**src/rtl/move_sequencer_if.sv**
```systemverilog
// Move sequencer bus: enqueue handshake, run control, stepper handshake and
// status. The slave modport is the sequencer side, master is the controller
// and stepper-model side.
//   move_in/move_valid/move_ready : move FIFO write port
//   go/abort                      : run control
//   move_done                     : stepper drivers idle
//   next_move/move_start          : move launched to the stepper front end
//   busy/seq_done/move_count      : run status
//   fill/err                      : FIFO occupancy and sticky error flags
interface move_sequencer_if #(
    parameter int DEPTH = 32
);
    localparam int FW = $clog2(DEPTH) + 1;

    logic [3:0]    move_in;
    logic          move_valid;
    logic          move_ready;
    logic          go;
    logic          abort;
    logic          move_done;
    logic [3:0]    next_move;
    logic          move_start;
    logic          busy;
    logic          seq_done;
    logic [7:0]    move_count;
    logic [FW-1:0] fill;
    logic [1:0]    err;

    modport slave (
        input  move_in, move_valid, go, abort, move_done,
        output move_ready, next_move, move_start, busy, seq_done,
               move_count, fill, err
    );

    modport master (
        output move_in, move_valid, go, abort, move_done,
        input  move_ready, next_move, move_start, busy, seq_done,
               move_count, fill, err
    );
endinterface

```
**src/rtl/move_sequencer.sv**
```systemverilog
// Move sequencer: queues cube-face move codes in a FIFO and issues them one at
// a time to the stepper front end, waiting for the drivers to go busy and then
// idle again, followed by a settle gap before the next move.
// Ports:
//   clock   : system clock, rising edge
//   reset_n : synchronous active-low reset
//   bus     : move_sequencer_if.slave (FIFO write, go/abort, stepper handshake,
//             status outputs)
//
// state      | meaning
// -----------+-------------------------------------------------------------
// IDLE       | waiting for go with a non-empty FIFO; abort flushes the FIFO
// ISSUE      | pop head into next_move
// WAIT_LOW   | move_start issued, waiting for move_done to fall (timeout)
// WAIT_HIGH  | stepper running, waiting for move_done to rise
// SETTLE     | idle gap between moves
// FINISH     | end of run: optional flush, next_move=NULL, seq_done pulse
module move_sequencer #(
    parameter int DEPTH         = 32,
    parameter int SETTLE_CYCLES = 5000000,
    parameter int START_TIMEOUT = 1000
) (
    input logic             clock,
    input logic             reset_n,
    move_sequencer_if.slave bus
);
    localparam int AW   = $clog2(DEPTH);
    localparam int FW   = AW + 1;
    localparam int TMAX = (SETTLE_CYCLES > START_TIMEOUT) ? SETTLE_CYCLES : START_TIMEOUT;
    localparam int TW   = $clog2(TMAX) + 1;

    localparam logic [3:0] NULL_MOVE = 4'd15;

    localparam logic [2:0] S_IDLE      = 3'd0;
    localparam logic [2:0] S_ISSUE     = 3'd1;
    localparam logic [2:0] S_WAIT_LOW  = 3'd2;
    localparam logic [2:0] S_WAIT_HIGH = 3'd3;
    localparam logic [2:0] S_SETTLE    = 3'd4;
    localparam logic [2:0] S_FINISH    = 3'd5;

    logic [2:0]    state;
    logic [3:0]    mem [DEPTH];
    logic [AW-1:0] wr_ptr;
    logic [AW-1:0] rd_ptr;
    logic [FW-1:0] fill;
    logic [TW-1:0] timer;
    logic          abort_lat;
    logic [3:0]    next_move;
    logic          move_start;
    logic          seq_done;
    logic [7:0]    move_count;
    logic [1:0]    err;

    logic code_legal;
    logic wr_try;
    logic wr_en;
    logic pop;
    logic flush;

    always_comb begin
        code_legal = (bus.move_in >= 4'd2) && (bus.move_in <= 4'd13);
        // wr_try: handshake completes; the code itself may still be rejected
        wr_try     = bus.move_valid && (fill != FW'(DEPTH));
        flush      = ((state == S_IDLE) && bus.abort) ||
                     ((state == S_FINISH) && abort_lat);
        wr_en      = wr_try && code_legal && !flush;
        pop        = (state == S_ISSUE);
    end

    always_ff @(posedge clock) begin
        if (wr_en)
            mem[wr_ptr] <= bus.move_in;
    end

    always_ff @(posedge clock) begin
        if (!reset_n || flush) begin
            wr_ptr <= '0;
            rd_ptr <= '0;
            fill   <= '0;
        end else begin
            if (wr_en)
                wr_ptr <= wr_ptr + AW'(1);
            if (pop)
                rd_ptr <= rd_ptr + AW'(1);
            fill <= fill + FW'(wr_en) - FW'(pop);
        end
    end

    always_ff @(posedge clock) begin
        if (!reset_n) begin
            state      <= S_IDLE;
            timer      <= '0;
            abort_lat  <= 1'b0;
            next_move  <= NULL_MOVE;
            move_start <= 1'b0;
            seq_done   <= 1'b0;
            move_count <= '0;
            err        <= '0;
        end else begin
            move_start <= 1'b0;
            seq_done   <= 1'b0;
            if (wr_try && !code_legal)
                err[0] <= 1'b1;
            if (bus.abort && (state != S_IDLE))
                abort_lat <= 1'b1;

            case (state)
                S_IDLE: begin
                    if (bus.go && (fill != '0)) begin
                        move_count <= '0;
                        state      <= S_ISSUE;
                    end
                end
                S_ISSUE: begin
                    next_move  <= mem[rd_ptr];
                    move_start <= 1'b1;
                    timer      <= TW'(START_TIMEOUT - 1);
                    state      <= S_WAIT_LOW;
                end
                S_WAIT_LOW: begin
                    if (!bus.move_done) begin
                        state <= S_WAIT_HIGH;
                    end else if (timer == '0) begin
                        err[1] <= 1'b1;
                        timer  <= TW'(SETTLE_CYCLES - 1);
                        state  <= S_SETTLE;
                    end else begin
                        timer <= timer - TW'(1);
                    end
                end
                S_WAIT_HIGH: begin
                    if (bus.move_done) begin
                        if (move_count != 8'hFF)
                            move_count <= move_count + 8'd1;
                        timer <= TW'(SETTLE_CYCLES - 1);
                        state <= S_SETTLE;
                    end
                end
                S_SETTLE: begin
                    if (timer == '0) begin
                        if (abort_lat || (fill == '0))
                            state <= S_FINISH;
                        else
                            state <= S_ISSUE;
                    end else begin
                        timer <= timer - TW'(1);
                    end
                end
                S_FINISH: begin
                    // clearing here overrides an abort arriving in this cycle
                    abort_lat <= 1'b0;
                    next_move <= NULL_MOVE;
                    seq_done  <= 1'b1;
                    state     <= S_IDLE;
                end
                default: state <= S_IDLE;
            endcase
        end
    end

    assign bus.move_ready = (fill != FW'(DEPTH));
    assign bus.next_move  = next_move;
    assign bus.move_start = move_start;
    assign bus.busy       = (state != S_IDLE);
    assign bus.seq_done   = seq_done;
    assign bus.move_count = move_count;
    assign bus.fill       = fill;
    assign bus.err        = err;
endmodule

```
**src/flat_wrapper.sv**
```systemverilog
// flat-port wrapper written by rule: the top's interface ports become plain ports
module move_sequencer_flat 
#(
    parameter int DEPTH         = 32,
    parameter int SETTLE_CYCLES = 5000000,
    parameter int START_TIMEOUT = 1000
)
  (clock, reset_n, bus_move_in, bus_move_valid, bus_go, bus_abort, bus_move_done, bus_move_ready, bus_next_move, bus_move_start, bus_busy, bus_seq_done, bus_move_count, bus_fill, bus_err);
  move_sequencer_if #(.DEPTH(DEPTH)) bus_i ();
  input logic clock;
  input logic reset_n;
  input wire logic [$bits(bus_i.move_in)-1:0] bus_move_in;
  input wire logic [$bits(bus_i.move_valid)-1:0] bus_move_valid;
  input wire logic [$bits(bus_i.go)-1:0] bus_go;
  input wire logic [$bits(bus_i.abort)-1:0] bus_abort;
  input wire logic [$bits(bus_i.move_done)-1:0] bus_move_done;
  output wire logic [$bits(bus_i.move_ready)-1:0] bus_move_ready;
  output wire logic [$bits(bus_i.next_move)-1:0] bus_next_move;
  output wire logic [$bits(bus_i.move_start)-1:0] bus_move_start;
  output wire logic [$bits(bus_i.busy)-1:0] bus_busy;
  output wire logic [$bits(bus_i.seq_done)-1:0] bus_seq_done;
  output wire logic [$bits(bus_i.move_count)-1:0] bus_move_count;
  output wire logic [$bits(bus_i.fill)-1:0] bus_fill;
  output wire logic [$bits(bus_i.err)-1:0] bus_err;
  assign bus_i.move_in = bus_move_in;
  assign bus_i.move_valid = bus_move_valid;
  assign bus_i.go = bus_go;
  assign bus_i.abort = bus_abort;
  assign bus_i.move_done = bus_move_done;
  assign bus_move_ready = bus_i.move_ready;
  assign bus_next_move = bus_i.next_move;
  assign bus_move_start = bus_i.move_start;
  assign bus_busy = bus_i.busy;
  assign bus_seq_done = bus_i.seq_done;
  assign bus_move_count = bus_i.move_count;
  assign bus_fill = bus_i.fill;
  assign bus_err = bus_i.err;
  move_sequencer #(.DEPTH(DEPTH), .SETTLE_CYCLES(SETTLE_CYCLES), .START_TIMEOUT(START_TIMEOUT)) u_core (.clock(clock), .reset_n(reset_n), .bus(bus_i));
endmodule
```
**config.mk**
```make
export PLATFORM = sky130hd
export DESIGN_NAME = move_sequencer_flat
export DESIGN_NICKNAME = d
export VERILOG_FILES = /design/src/rtl/move_sequencer_if.sv /design/src/rtl/move_sequencer.sv /design/src/flat_wrapper.sv
export SDC_FILE = /design/constraint.sdc
export NUM_CORES = 1
export LEC_CHECK = 0
export CAP_MARGIN = 20
export CORE_ASPECT_RATIO = 0.8
export CORE_MARGIN = 1.5
export CORE_UTILIZATION = 60
export DETAILED_ROUTE_END_ITERATION = 16
export PLACE_DENSITY = 0.81
export SLEW_MARGIN = 10
export SYNTH_ARGS = -nofsm -noshare
export SYNTH_HDL_FRONTEND = slang
export SYNTH_SLANG_ARGS = --single-unit
```
**constraint.sdc**
```tcl
create_clock -name clock -period 3 [get_ports clock]
set_clock_uncertainty 0.1 [all_clocks]
set_input_delay 0.45 -clock clock [delete_from_list [all_inputs] [get_ports clock]]
set_output_delay 0.45 -clock clock [all_outputs]
set_load 0.01 [all_outputs]
```
==> reports/qor.yml <==
r2r_slack_ns: 0.16
ys_ff_latch: 193
antenna_found_initial: 0
drc: 0
period_share_pct: 94.8
p_switching_mw: 2.87
ant_nets: 0
clock-sinks: 193
period_needed_ns: 2.84
grt_pass1_wl_um: 30100
routedWlPerCell_um: 21.3
rr_worst_depth: 12
ios: 34
hpwlAfterDp_um: 13100
grt_usage_pct: 27.5
layout_commonest_cell: "edfxtp_1"
rsz0062_at_grt: "false"
tritoncts.num_buffers: 17
grt_max_degree: 33
max_stage_delay_ns: 0.42
path_cells: "nand2b_1 > or2_2 > clkinvlp_4 > ha_1 > inv_1 > ha_1 > a21o_1 > a21oi_1 > o21bai_1 > a21oi_1 > xnor2_1 > nor2_1"
core_um2: 13700
maxCapViolCount: 0
hold_class: "reg -> reg"
crit_required_ns: 3.24
p_sw_share_pct: 33.5
max_freq_mhz: 352
synth_area_per_cell_um2: 12.8
port_buffers: 33
cts_setup_buffers: 0
grt_overflow: 0
ys_warn_count: 0
slew_viol_final: 0
final_cell_mix: "edfxtp_1, nor2_1, dfxtp_1"
dr.pass1.iters: 5
hold_ws_ns: 0.369
cts_root_buffer: "clkbuf_16"
drive_gt1_share_pct: 15.9
leakage_nw: 3.34
diodes: 0
seqPwrFrac_pct: 37.6
powerDensity_nw_per_um2: 875
status: "finished, final reports clean"
ys_types: 84
syn-cell-area_um2: 8500
nFillCells: 883
area_delta_synth_final_pct: 15.4
synth_edf_count: 128
clk_pin_slew_worst_paths_ns: 0.07
gp_congestion: 0.929
slew_headroom_pct: 60.2
cts_htree_levels: 4
vdd_drop_max_mv: 0.678
hold_viol: 0
fp.dieW_um: 136
rows: 38
holdPathEnd: "u_core.timer[14]"
cp.arrival_ns: 3.08
die_h_um: 109
hp-start: "u_core.timer[14]"
synth_nets: 693
tightestPinTransition_ns: 0.597
vias: 5779
r2r-start: "u_core.state[1]"
avgViaCountPerCell: 6.34
dpl_cell_area_um2: 9130
wl_um: 19400
worstReg2RegEnd: "u_core.bus.fill[5]"
cts_buffer_depth: 2
cts_tree: "done"
synth_cells: 666
clock_latency_ns: 0.45
die_area_um2: 14900
crit_path_start_kind: "flop"
holdPathStages: 2
stdcell_area_um2: 9810
start_util_pct: 62.0
utilization_pct: 71.6
path_class: "reg -> reg"
clkPwrFrac_pct: 29.8
path_max_fanout: 9
setup_viol: 0
ys.flop_type: "edfxtp_1"
grt_pass1_vias: 5420
fin_nets: 745
postSynth.asyncResetShare_pct: 0
first_iter_violations: 671
cpMaxStageDelayCell: "or2_2"
p_int_mw: 5.71
tns_ns: 0
yosysSeqAreaShare_pct: 60.6
endpoint_kind: "flop"
combPwrFrac_pct: 32.6
## what timing repair did
action	CTS	global route
hold buffers	0	0
endpoints found under the setup margin	0	1
gates resized for setup	0	1
hold endpoints to repair	0	0
## how the worst max path moves through the flow
stage	start	endpoint	cells past startpoint
after floorplan	u_core.bus.fill[2]	u_core.bus.fill[4]	14
after global placement	bus_abort	u_core.bus.fill[4]	13
after detailed placement	bus_abort	u_core.bus.fill[5]	11
after CTS	u_core.state[1]	u_core.bus.fill[5]	12
after global routing	u_core.state[1]	u_core.bus.fill[4]	14
final	u_core.state[1]	u_core.bus.fill[5]	12
## flip-flops by register name, summed over array words and instances, names as in the netlist, 2 cells and up, named ones only
name	cells
u_core.bus.err	2
u_core.mem	128
u_core.rd_ptr	5
u_core.wr_ptr	5
u_core.bus.next_move	4
u_core.state	3
u_core.bus.fill	6
u_core.timer	24
u_core.bus.move_count	8
## area by class of cell
class                           count  area, µm²  area share, %
Tap cell                          180        225           2.30
Sequential cell                   193       5150           52.5
Clock buffer                       17        425           4.34
Inverter                           21       82.6          0.842
Multi-Input combinational cell    425       3120           31.8
Clock inverter                     15        250           2.55
Timing Repair Buffer               60        558           5.69
## layer usage
metal | global-route usage, % | up-vias | part of all wire [%]
li1 | - | 2630 | -
met1 | 40.2 | 2823 | 44
met2 | 41.1 | 306 | 46
met3 | 6.27 | 20 | 8.1
met4 | 9.04 | 0 | 1.2
met5 | 0 | - | 0
## power groups by stage
stage | clock network (mW) | registers [mW] | logic [mW]
6_report | 2.56 | 3.23 | 2.79
5_1_grt | 2.66 | 3.26 | 3.03
4_1_cts | 2.56 | 3.23 | 2.74
3_5_place_dp | 0 | 3.28 | 2.71
3_3_place_gp | 0 | 3.27 | 2.61
2_1_floorplan | 0 | 3.24 | 1.92
## stage by stage
step                      cells  total power, mW  setup WS (ns)
final                       911             8.58          0.156
after detailed placement    879             6.00       -0.00868
after CTS                   911             8.53          0.148
after global placement      879             5.89         0.0857
after global routing        911             8.94         0.0663
after floorplan             666             5.16          0.398
## critical path, delay by kind of cell (launching register included)
kind | cells | cell delay [ns]
AO/OA/AOI/OAI | 4 | 0.70
XOR/XNOR | 1 | 0.15
adder cells (fa/ha/maj) | 2 | 0.52
buffers and inverters | 2 | 0.29
flip-flops | 1 | 0.31
AND/OR/NAND/NOR | 3 | 0.67
## cell usage after synthesis, drive strengths merged (3+ instances only)
master / count / area, µm²
a22oi: 3 / 22.5
a2111oi: 4 / 35.0
nand3b: 4 / 30.0
xor2: 14 / 123
nor2: 88 / 330
and3: 5 / 32.5
a311oi: 4 / 35.0
nor4: 4 / 40.0
nand4: 13 / 81.3
a21o: 4 / 30.0
nand2: 40 / 153
ha: 16 / 200
edfxtp: 128 / 3840
clkbuf: 20 / 105
or3b: 3 / 26.3
nand3: 17 / 90.1
buf: 7 / 47.6
o31ai: 6 / 45.0
a211oi: 7 / 52.6
nand2b: 6 / 40.0
or2: 4 / 25.0
o2bb2ai: 3 / 26.3
nor3: 20 / 100
o21ai: 30 / 161
and2: 3 / 18.8
or3: 6 / 40.0
mux2i: 7 / 70.1
a21oi: 21 / 109
inv: 19 / 71.3
o211ai: 4 / 30.0
xnor2: 5 / 43.8
mux4: 28 / 631
a31oi: 7 / 43.8
dfxtp: 65 / 1300
nor2b: 8 / 50.1
## cell families (layout without fill, tap and decap cells)
kind of cell	count (synthesis)	in the layout	share of synthesized area, %
buffers and inverters	48	113	2.72
flip-flops	193	193	60.6
XOR/XNOR	19	19	1.96
adder cells (fa/ha/maj)	17	17	2.59
AND/OR/NAND/NOR	232	232	13.7
AO/OA/AOI/OAI	120	120	9.93
multiplexers	37	37	8.51
No activity file was read; power rests on OpenSTA's default activity.
